===== config.mk =====
export PLATFORM = sky130hd
export DESIGN_NAME = accum_prod_to_posit_es3
export DESIGN_NICKNAME = d
export VERILOG_FILES = /design/src/rtl/accum_prod_to_posit_es3_pkg.sv /design/src/rtl/posit_round_rne_es3.sv /design/src/rtl/accum_prod_to_posit_es3.sv
export SDC_FILE = /design/constraint.sdc
export NUM_CORES = 1
export LEC_CHECK = 0
export CAP_MARGIN = 20
export CORE_ASPECT_RATIO = 1.4
export CORE_MARGIN = 2
export CORE_UTILIZATION = 65
export CTS_BUF_LIST = sky130_fd_sc_hd__clkbuf_4
export DETAILED_ROUTE_END_ITERATION = 16
export DONT_BUFFER_PORTS = 1
export PLACE_DENSITY = 0.81
export SKIP_CTS_REPAIR_TIMING = 1
export SYNTH_ARGS = -nofsm -noshare
export SYNTH_HDL_FRONTEND = slang
export SYNTH_SLANG_ARGS = --single-unit

===== constraint.sdc =====
create_clock -name clk -period 5.85 [get_ports clk]
set_clock_uncertainty 0.2 [all_clocks]
set_input_delay 1.4625 -clock clk [delete_from_list [all_inputs] [get_ports clk]]
set_output_delay 1.4625 -clock clk [all_outputs]
set_load 0.01 [all_outputs]

===== src/rtl/accum_prod_to_posit_es3_pkg.sv =====
// Shared types and helpers for converting es3 accumulator values to posits.
package accum_prod_to_posit_es3_pkg;

  localparam int FBITS_ACCUM = 32;
  localparam int POSIT_SERIALIZED_WIDTH_ACCUM_PROD_ES3 = 1 + 10 + FBITS_ACCUM + 2;
  localparam int POSIT_NBITS_ES3 = 32;
  localparam int MAXSCALE_ES3 = 8 * (POSIT_NBITS_ES3 - 2);

  // Serialized accumulator value as produced by the product accumulator.
  typedef struct packed {
    logic                    sgn;
    logic signed [9:0]       scale;
    logic [FBITS_ACCUM-1:0]  fraction;
    logic                    inf;
    logic                    zero;
  } value_accum_prod;

  typedef struct packed {
    logic                       sgn;
    logic [POSIT_NBITS_ES3-2:0] body;
  } posit_enc_es3_t;

  // Largest scale representable by an n-bit es3 posit.
  function automatic int posit_maxscale(input int n);
    return 8 * (n - 2);
  endfunction

  // Positive posit word with every body bit set.
  function automatic logic [31:0] posit_maxpos(input int n);
    return (32'h1 << (n - 1)) - 32'h1;
  endfunction

  // Smallest positive posit word.
  function automatic logic [31:0] posit_minpos(input int n);
    return (n > 0) ? 32'h1 : 32'h0;
  endfunction

endpackage


===== src/rtl/posit_round_rne_es3.sv =====
// Builds the regime/exponent/fraction string of an es3 posit body and rounds it
// to NBITS-1 bits with round-to-nearest-even. Purely combinational.
module posit_round_rne_es3
  import accum_prod_to_posit_es3_pkg::*;
#(
  parameter int NBITS = 32,
  parameter int FBITS = 32
) (
  input  logic signed [6:0]  i_k,
  input  logic [2:0]         i_e,
  input  logic [FBITS-1:0]   i_frac,
  input  logic               i_clamp_hi,
  input  logic               i_clamp_lo,
  output logic [NBITS-2:0]   o_body,
  output logic               o_inexact
);

  localparam int YW = FBITS + 4;
  localparam int W  = YW + NBITS;
  localparam logic [31:0] MAXPOS = posit_maxpos(NBITS);
  localparam logic [31:0] MINPOS = posit_minpos(NBITS);

  logic              w_kpos;
  logic signed [7:0] w_kx;
  logic [7:0]        w_shamt;
  logic [W-1:0]      w_y, w_fill, w_x;
  logic [NBITS-2:0]  w_trunc;
  logic              w_guard, w_sticky, w_up;
  logic [NBITS-1:0]  w_sum;

  // k >= 0: (k+1) ones then 0; k < 0: (-k) zeros then 1. The terminating
  // regime bit sits at the top of w_y, the run comes from the shift fill.
  assign w_kpos  = ~i_k[6];
  assign w_kx    = i_k;
  assign w_shamt = w_kpos ? w_kx + 8'sd1 : -w_kx;
  assign w_y     = {~w_kpos, i_e, i_frac, {NBITS{1'b0}}};
  assign w_fill  = w_kpos ? ~({W{1'b1}} >> w_shamt) : '0;
  assign w_x     = (w_y >> w_shamt) | w_fill;

  assign w_trunc  = w_x[W-1 -: NBITS-1];
  assign w_guard  = w_x[W-NBITS];
  assign w_sticky = |w_x[W-NBITS-1:0];
  assign w_up     = w_guard & (w_trunc[0] | w_sticky);
  assign w_sum    = {1'b0, w_trunc} + {{(NBITS-1){1'b0}}, w_up};

  // Rounded body, with carry-out and out-of-range scales pinned to maxpos/minpos.
  always_comb begin
    o_body    = w_sum[NBITS-2:0];
    o_inexact = w_guard | w_sticky;
    if (w_sum[NBITS-1]) o_body = MAXPOS[NBITS-2:0];
    if (i_clamp_hi) begin
      o_body    = MAXPOS[NBITS-2:0];
      o_inexact = 1'b1;
    end else if (i_clamp_lo) begin
      o_body    = MINPOS[NBITS-2:0];
      o_inexact = 1'b1;
    end
  end

endmodule


===== src/rtl/accum_prod_to_posit_es3.sv =====
// Three-stage accumulator-value to es3 posit converter with a 2-entry skid
// buffer on the output: S1 decode/clamp, S2 regime build + RNE, S3 pack.
module accum_prod_to_posit_es3
  import accum_prod_to_posit_es3_pkg::*;
#(
  parameter int NBITS = 32,
  parameter int ES    = 3
) (
  input  logic                                             clk,
  input  logic                                             rst,
  input  logic                                             in_valid,
  input  logic [POSIT_SERIALIZED_WIDTH_ACCUM_PROD_ES3-1:0] in_data,
  input  logic                                             in_truncated,
  output logic                                             in_ready,
  output logic                                             out_valid,
  output logic [NBITS-1:0]                                 out_posit,
  output logic                                             out_inexact,
  input  logic                                             out_ready,
  output logic                                             overrun
);

  if (ES != 3) begin : g_bad_es
    $error("accum_prod_to_posit_es3 only supports ES=3");
  end
  if (NBITS < 16 || NBITS > 32) begin : g_bad_nbits
    $error("accum_prod_to_posit_es3 supports NBITS 16..32");
  end

  localparam int MAXSCALE = posit_maxscale(NBITS);
  localparam logic signed [9:0] LIM_HI = 10'(MAXSCALE);
  localparam logic signed [9:0] LIM_LO = 10'(-MAXSCALE);

  value_accum_prod   w_in;
  logic signed [9:0] w_scale;
  logic              w_in_vld, w_adv, w_push, w_pop;
  logic [1:0]        w_cnt_nxt;
  logic [NBITS-2:0]  w_body;
  logic              w_rnd_inx;
  logic [NBITS-1:0]  w_mag, w_pk_posit;
  logic              w_pk_inx;

  logic [1:0]              r_vld_pipe;
  logic                    r_s1_sgn, r_s1_inf, r_s1_zero, r_s1_trunc, r_s1_hi, r_s1_lo;
  logic signed [6:0]       r_s1_k;
  logic [2:0]              r_s1_e;
  logic [FBITS_ACCUM-1:0]  r_s1_frac;
  logic [NBITS-2:0]        r_s2_body;
  logic                    r_s2_sgn, r_s2_inf, r_s2_zero, r_s2_inx;
  logic [NBITS-1:0]        r_b0_posit, r_b1_posit;
  logic                    r_b0_inx, r_b1_inx;
  logic [1:0]              r_cnt;
  logic                    r_in_ready, r_overrun;

  assign w_in     = in_data;
  assign w_scale  = w_in.scale;
  assign w_in_vld = (in_valid === 1'b1);

  // Stages only move when the skid buffer can take whatever leaves S2.
  assign w_pop     = (r_cnt != 2'd0) & out_ready;
  assign w_adv     = (r_cnt != 2'd2) | w_pop;
  assign w_push    = w_adv & r_vld_pipe[1];
  assign w_cnt_nxt = r_cnt + {1'b0, w_push} - {1'b0, w_pop};

  // Stage valid shift register; a stalled in_ready beat enters as a bubble.
  always_ff @(posedge clk) begin
    if (rst)        r_vld_pipe <= '0;
    else if (w_adv) r_vld_pipe <= {r_vld_pipe[0], w_in_vld & r_in_ready};
  end

  // S1 and S2 datapath registers, enabled with the pipeline advance.
  always_ff @(posedge clk) begin
    if (w_adv) begin
      r_s1_sgn   <= w_in.sgn;
      r_s1_k     <= w_scale[9:3];
      r_s1_e     <= w_scale[2:0];
      r_s1_frac  <= w_in.fraction;
      r_s1_inf   <= w_in.inf;
      r_s1_zero  <= w_in.zero;
      r_s1_trunc <= in_truncated;
      r_s1_hi    <= (w_scale > LIM_HI);
      r_s1_lo    <= (w_scale < LIM_LO);
      r_s2_body  <= w_body;
      r_s2_inx   <= w_rnd_inx | r_s1_trunc;
      r_s2_sgn   <= r_s1_sgn;
      r_s2_inf   <= r_s1_inf;
      r_s2_zero  <= r_s1_zero;
    end
  end

  posit_round_rne_es3 #(.NBITS(NBITS), .FBITS(FBITS_ACCUM)) u_round (
    .i_k        (r_s1_k),
    .i_e        (r_s1_e),
    .i_frac     (r_s1_frac),
    .i_clamp_hi (r_s1_hi),
    .i_clamp_lo (r_s1_lo),
    .o_body     (w_body),
    .o_inexact  (w_rnd_inx)
  );

  // S3 pack: sign via two's complement of the whole word; NaR beats zero.
  assign w_mag = {1'b0, r_s2_body};
  always_comb begin
    w_pk_posit = r_s2_sgn ? -w_mag : w_mag;
    w_pk_inx   = r_s2_inx;
    if (r_s2_inf) begin
      w_pk_posit = {1'b1, {(NBITS-1){1'b0}}};
      w_pk_inx   = 1'b0;
    end else if (r_s2_zero) begin
      w_pk_posit = '0;
      w_pk_inx   = 1'b0;
    end
  end

  // Skid FIFO: entry 0 is the head; ready/overrun track its occupancy.
  always_ff @(posedge clk) begin
    if (rst) begin
      r_cnt      <= 2'd0;
      r_in_ready <= 1'b1;
      r_overrun  <= 1'b0;
      r_b0_posit <= '0;
      r_b1_posit <= '0;
      r_b0_inx   <= 1'b0;
      r_b1_inx   <= 1'b0;
    end else begin
      r_cnt      <= w_cnt_nxt;
      r_in_ready <= (w_cnt_nxt != 2'd2);
      if (w_in_vld & ~r_in_ready) r_overrun <= 1'b1;
      if (w_pop) begin
        if (r_cnt == 2'd2) begin
          r_b0_posit <= r_b1_posit;
          r_b0_inx   <= r_b1_inx;
          if (w_push) begin
            r_b1_posit <= w_pk_posit;
            r_b1_inx   <= w_pk_inx;
          end
        end else if (w_push) begin
          r_b0_posit <= w_pk_posit;
          r_b0_inx   <= w_pk_inx;
        end
      end else if (w_push) begin
        if (r_cnt == 2'd0) begin
          r_b0_posit <= w_pk_posit;
          r_b0_inx   <= w_pk_inx;
        end else begin
          r_b1_posit <= w_pk_posit;
          r_b1_inx   <= w_pk_inx;
        end
      end
    end
  end

  assign in_ready    = r_in_ready;
  assign out_valid   = (r_cnt != 2'd0);
  assign out_posit   = r_b0_posit;
  assign out_inexact = r_b0_inx;
  assign overrun     = r_overrun;

endmodule

==> flow_summary.yaml <==
place:
  dpl_cell_area_um2: 10600
  port_buffers: 0
  dp.cells: 1366
  dpl_worst_slack_ps: 660
  gp_congestion: 1.14
  dp_hpwl_um: 21700
synthesis:
  synthTopCellsByCount: "nand2_1, a21oi_1, nor2_1"
  synth-warning-count: 0
  synth.area.top_cells: "edfxtp_1, dfxtp_1, a21oi_1, nand2_1, nor2_1"
  synth_area_per_cell_um2: 8.69
  synth_flop_cell: "edfxtp_1"
  ys_types: 103
  seq_area_frac_synth_pct: 36.9
  synth_most_common_cell: "nand2_1"
  synth_seq_cells: 155
  synth-edff-count: 83
  syn_inst: 1226
  synth_top_area_share_pct: 23.4
  syn-cell-area_um2: 10700
  yosysTopAreaCell: "edfxtp_1"
  synth_nets: 1283
  postSynth.asyncResetShare_pct: 0
worst_setup_path:
  critPathLaunchType: "flop"
  required_ps: 6060
  crit_start: "r_s1_k[0]$_DFFE_PN_"
  r2r_end: "r_s2_body[28]$_SDFFCE_PP1N_"
  cp-end-kind: "flop"
  cp.arrival_ps: 5570
  crit_path_max_fanout: 39
  r2r_slack_ps: 490
  r2r-start: "r_s1_k[0]$_DFFE_PN_"
  reg2reg_depth: 14
  cp-endpoint: "r_s2_body[28]$_SDFFCE_PP1N_"
  critPathKind: "reg -> reg"
layout:
  drive_gt1_share_pct: 13.2
  area_growth_pct: 3.23
  fillers: 1339
  fin_util_pct: 68.3
  nets: 1244
  final_area_um2: 11000
  final_cells: 1400
min_path:
  hold_path_class: "reg -> reg"
sta:
  relSlewSlack_pct: 34.5
  fin_crit_ps: 5360
  hold_viol: 0
  fin_tns_setup_ps: 0
  fmax_mhz: 187
  drv_slew: 0
  fin_crit_sh_pct: 91.6
  rsz0062_at_grt: "no"
  worst_slack_ps: 493
  tightest_slew_ps: 978
  whs_ps: 246
  setup_violations: 0
die:
  die_h_um: 156
  initial_utilization_pct: 66.2
  io_pins: 86
  core_um2: 16100
  rows: 55
  die_width_um: 112
  dieArea_um2: 17400
grt:
  grt_pass1_wl_um: 46500
  grt.overflow.total: 0
  grt_max_degree: 73
  antenna_found_initial: 1
  grt_pass1_vias: 8900
  track_usage_pct: 33.8
job:
  cap_violations: 0
route:
  drt-initial-drc-count: 1110
  viasPerCell: 6.67
  wl_met3_um: 1770
  drt-total-wl_um: 29500
  wire_per_inst_um: 21.0
  top_layer_used: "met4"
  wl_met1_um: 10700
  drc: 0
  wl_met2_um: 14700
  drtAntennaViolNets: 0
  vias: 9339
  drt_pre_antenna_iters: 5
power:
  p_leak_nw: 3.83
  power_mw: 5.37
  p_per_area_nw_per_um2: 488
  vdd_drop_max_v: 0.000315
clock_tree:
  path_clk_slew_ps: 160
  cts_root_buffer: "clkbuf_4"
  insertion_delay_ps: 580
  htreeDepth: 4
  clock_sink_count: 155
  cts_buffers: 17
  cts_tree: "built"
  max-clock-path-buffers: 2
run_status:
  status: "complete, no violations"
flip-flops by register name, summed over array words and instances, names as in the netlist, 2 cells and up:
register    flops
out_posit      32
r_s1_frac      32
r_b1_posit     32
r_s1_e          3
r_vld_pipe      2
r_cnt           2
r_s2_body      31
r_s1_k          7
layout by cell type (no fill, tap or decap), types with 12 or more instances in the layout:
master,instances
edfxtp_1,83
nor3_1,48
a311oi_1,17
a211oi_1,25
o21ai_2,12
dfxtp_1,72
mux2i_1,29
inv_1,19
mux2_2,31
xnor2_1,21
xor2_1,36
a21oi_1,124
nand2_1,143
buf_4,35
nand3_1,43
or3_1,20
nor2_1,111
o21ai_0,57
clkbuf_4,17
o31ai_1,12
kinds of logic (layout without fill, tap and decap cells):
group | count (synthesis) | after routing | synth area share [%]
compound gates | 354 | 354 | 22.1
xor+xnor | 59 | 59 | 4.99
fa+ha+maj | 7 | 7 | 0.822
buf+inv | 117 | 91 | 6.13
flops | 155 | 155 | 36.9
mux | 71 | 71 | 7.69
other cells | 0 | 1 | 0
simple gates | 463 | 463 | 21.3
layout make-up:
type | instances | area, um2 | share of cell area, %
inverters | 23 | 87.6 | 0.796
multi-input cells | 954 | 6090 | 55.4
diodes | 1 | 2.50 | 0.0227
clock inverters | 15 | 225 | 2.05
repair buffers | 36 | 283 | 2.57
flip-flops and latches | 155 | 3930 | 35.8
well taps | 199 | 249 | 2.26
clock buffers | 17 | 128 | 1.16
per-layer routing:
| metal | vias up | global-route usage [%] |
|---|---|---|
| met5 | - | 0 |
| met4 | 0 | 23.3 |
| met3 | 141 | 6.00 |
| met2 | 443 | 59.0 |
| met1 | 4300 | 37.0 |
| li1 | 4455 | - |
power by group:
group          switching (mW)  leakage (nW)  internal, mW  total [mW]
sequential              0.269          1.45          1.45        1.72
clock                   0.441         0.189         0.357       0.798
combinational            1.83          2.19          1.02        2.85
total                    2.54          3.83          2.83        5.37
worst min path at each step:
stage                                   start                   to  slack (ps)  depth (start not counted)
final                     r_s1_zero$_DFFE_PN_  r_s2_zero$_DFFE_PN_         250                          0
after detailed placement   r_s1_inf$_DFFE_PN_   r_s2_inf$_DFFE_PN_         220                          0
after floorplan            r_s1_inf$_DFFE_PN_   r_s2_inf$_DFFE_PN_         200                          0
after global placement    r_s1_zero$_DFFE_PN_  r_s2_zero$_DFFE_PN_         220                          0
after global routing       r_s1_inf$_DFFE_PN_   r_s2_inf$_DFFE_PN_         250                          0
after CTS                  r_s1_inf$_DFFE_PN_   r_s2_inf$_DFFE_PN_         260                          0
critical path: stages (launching register included):
cell,delay (ps)
edfxtp_1,490
inv_1,100
ha_2,910
mux2_2,380
mux2_2,260
nand3_1,250
and2_1,330
nand2_1,90
a311oi_1,150
a2111oi_4,450
nor4b_4,590
and4b_1,560
a21oi_2,100
buf_4,210
o21ai_0,100
Note: power is estimated with default switching activity, not from simulation.
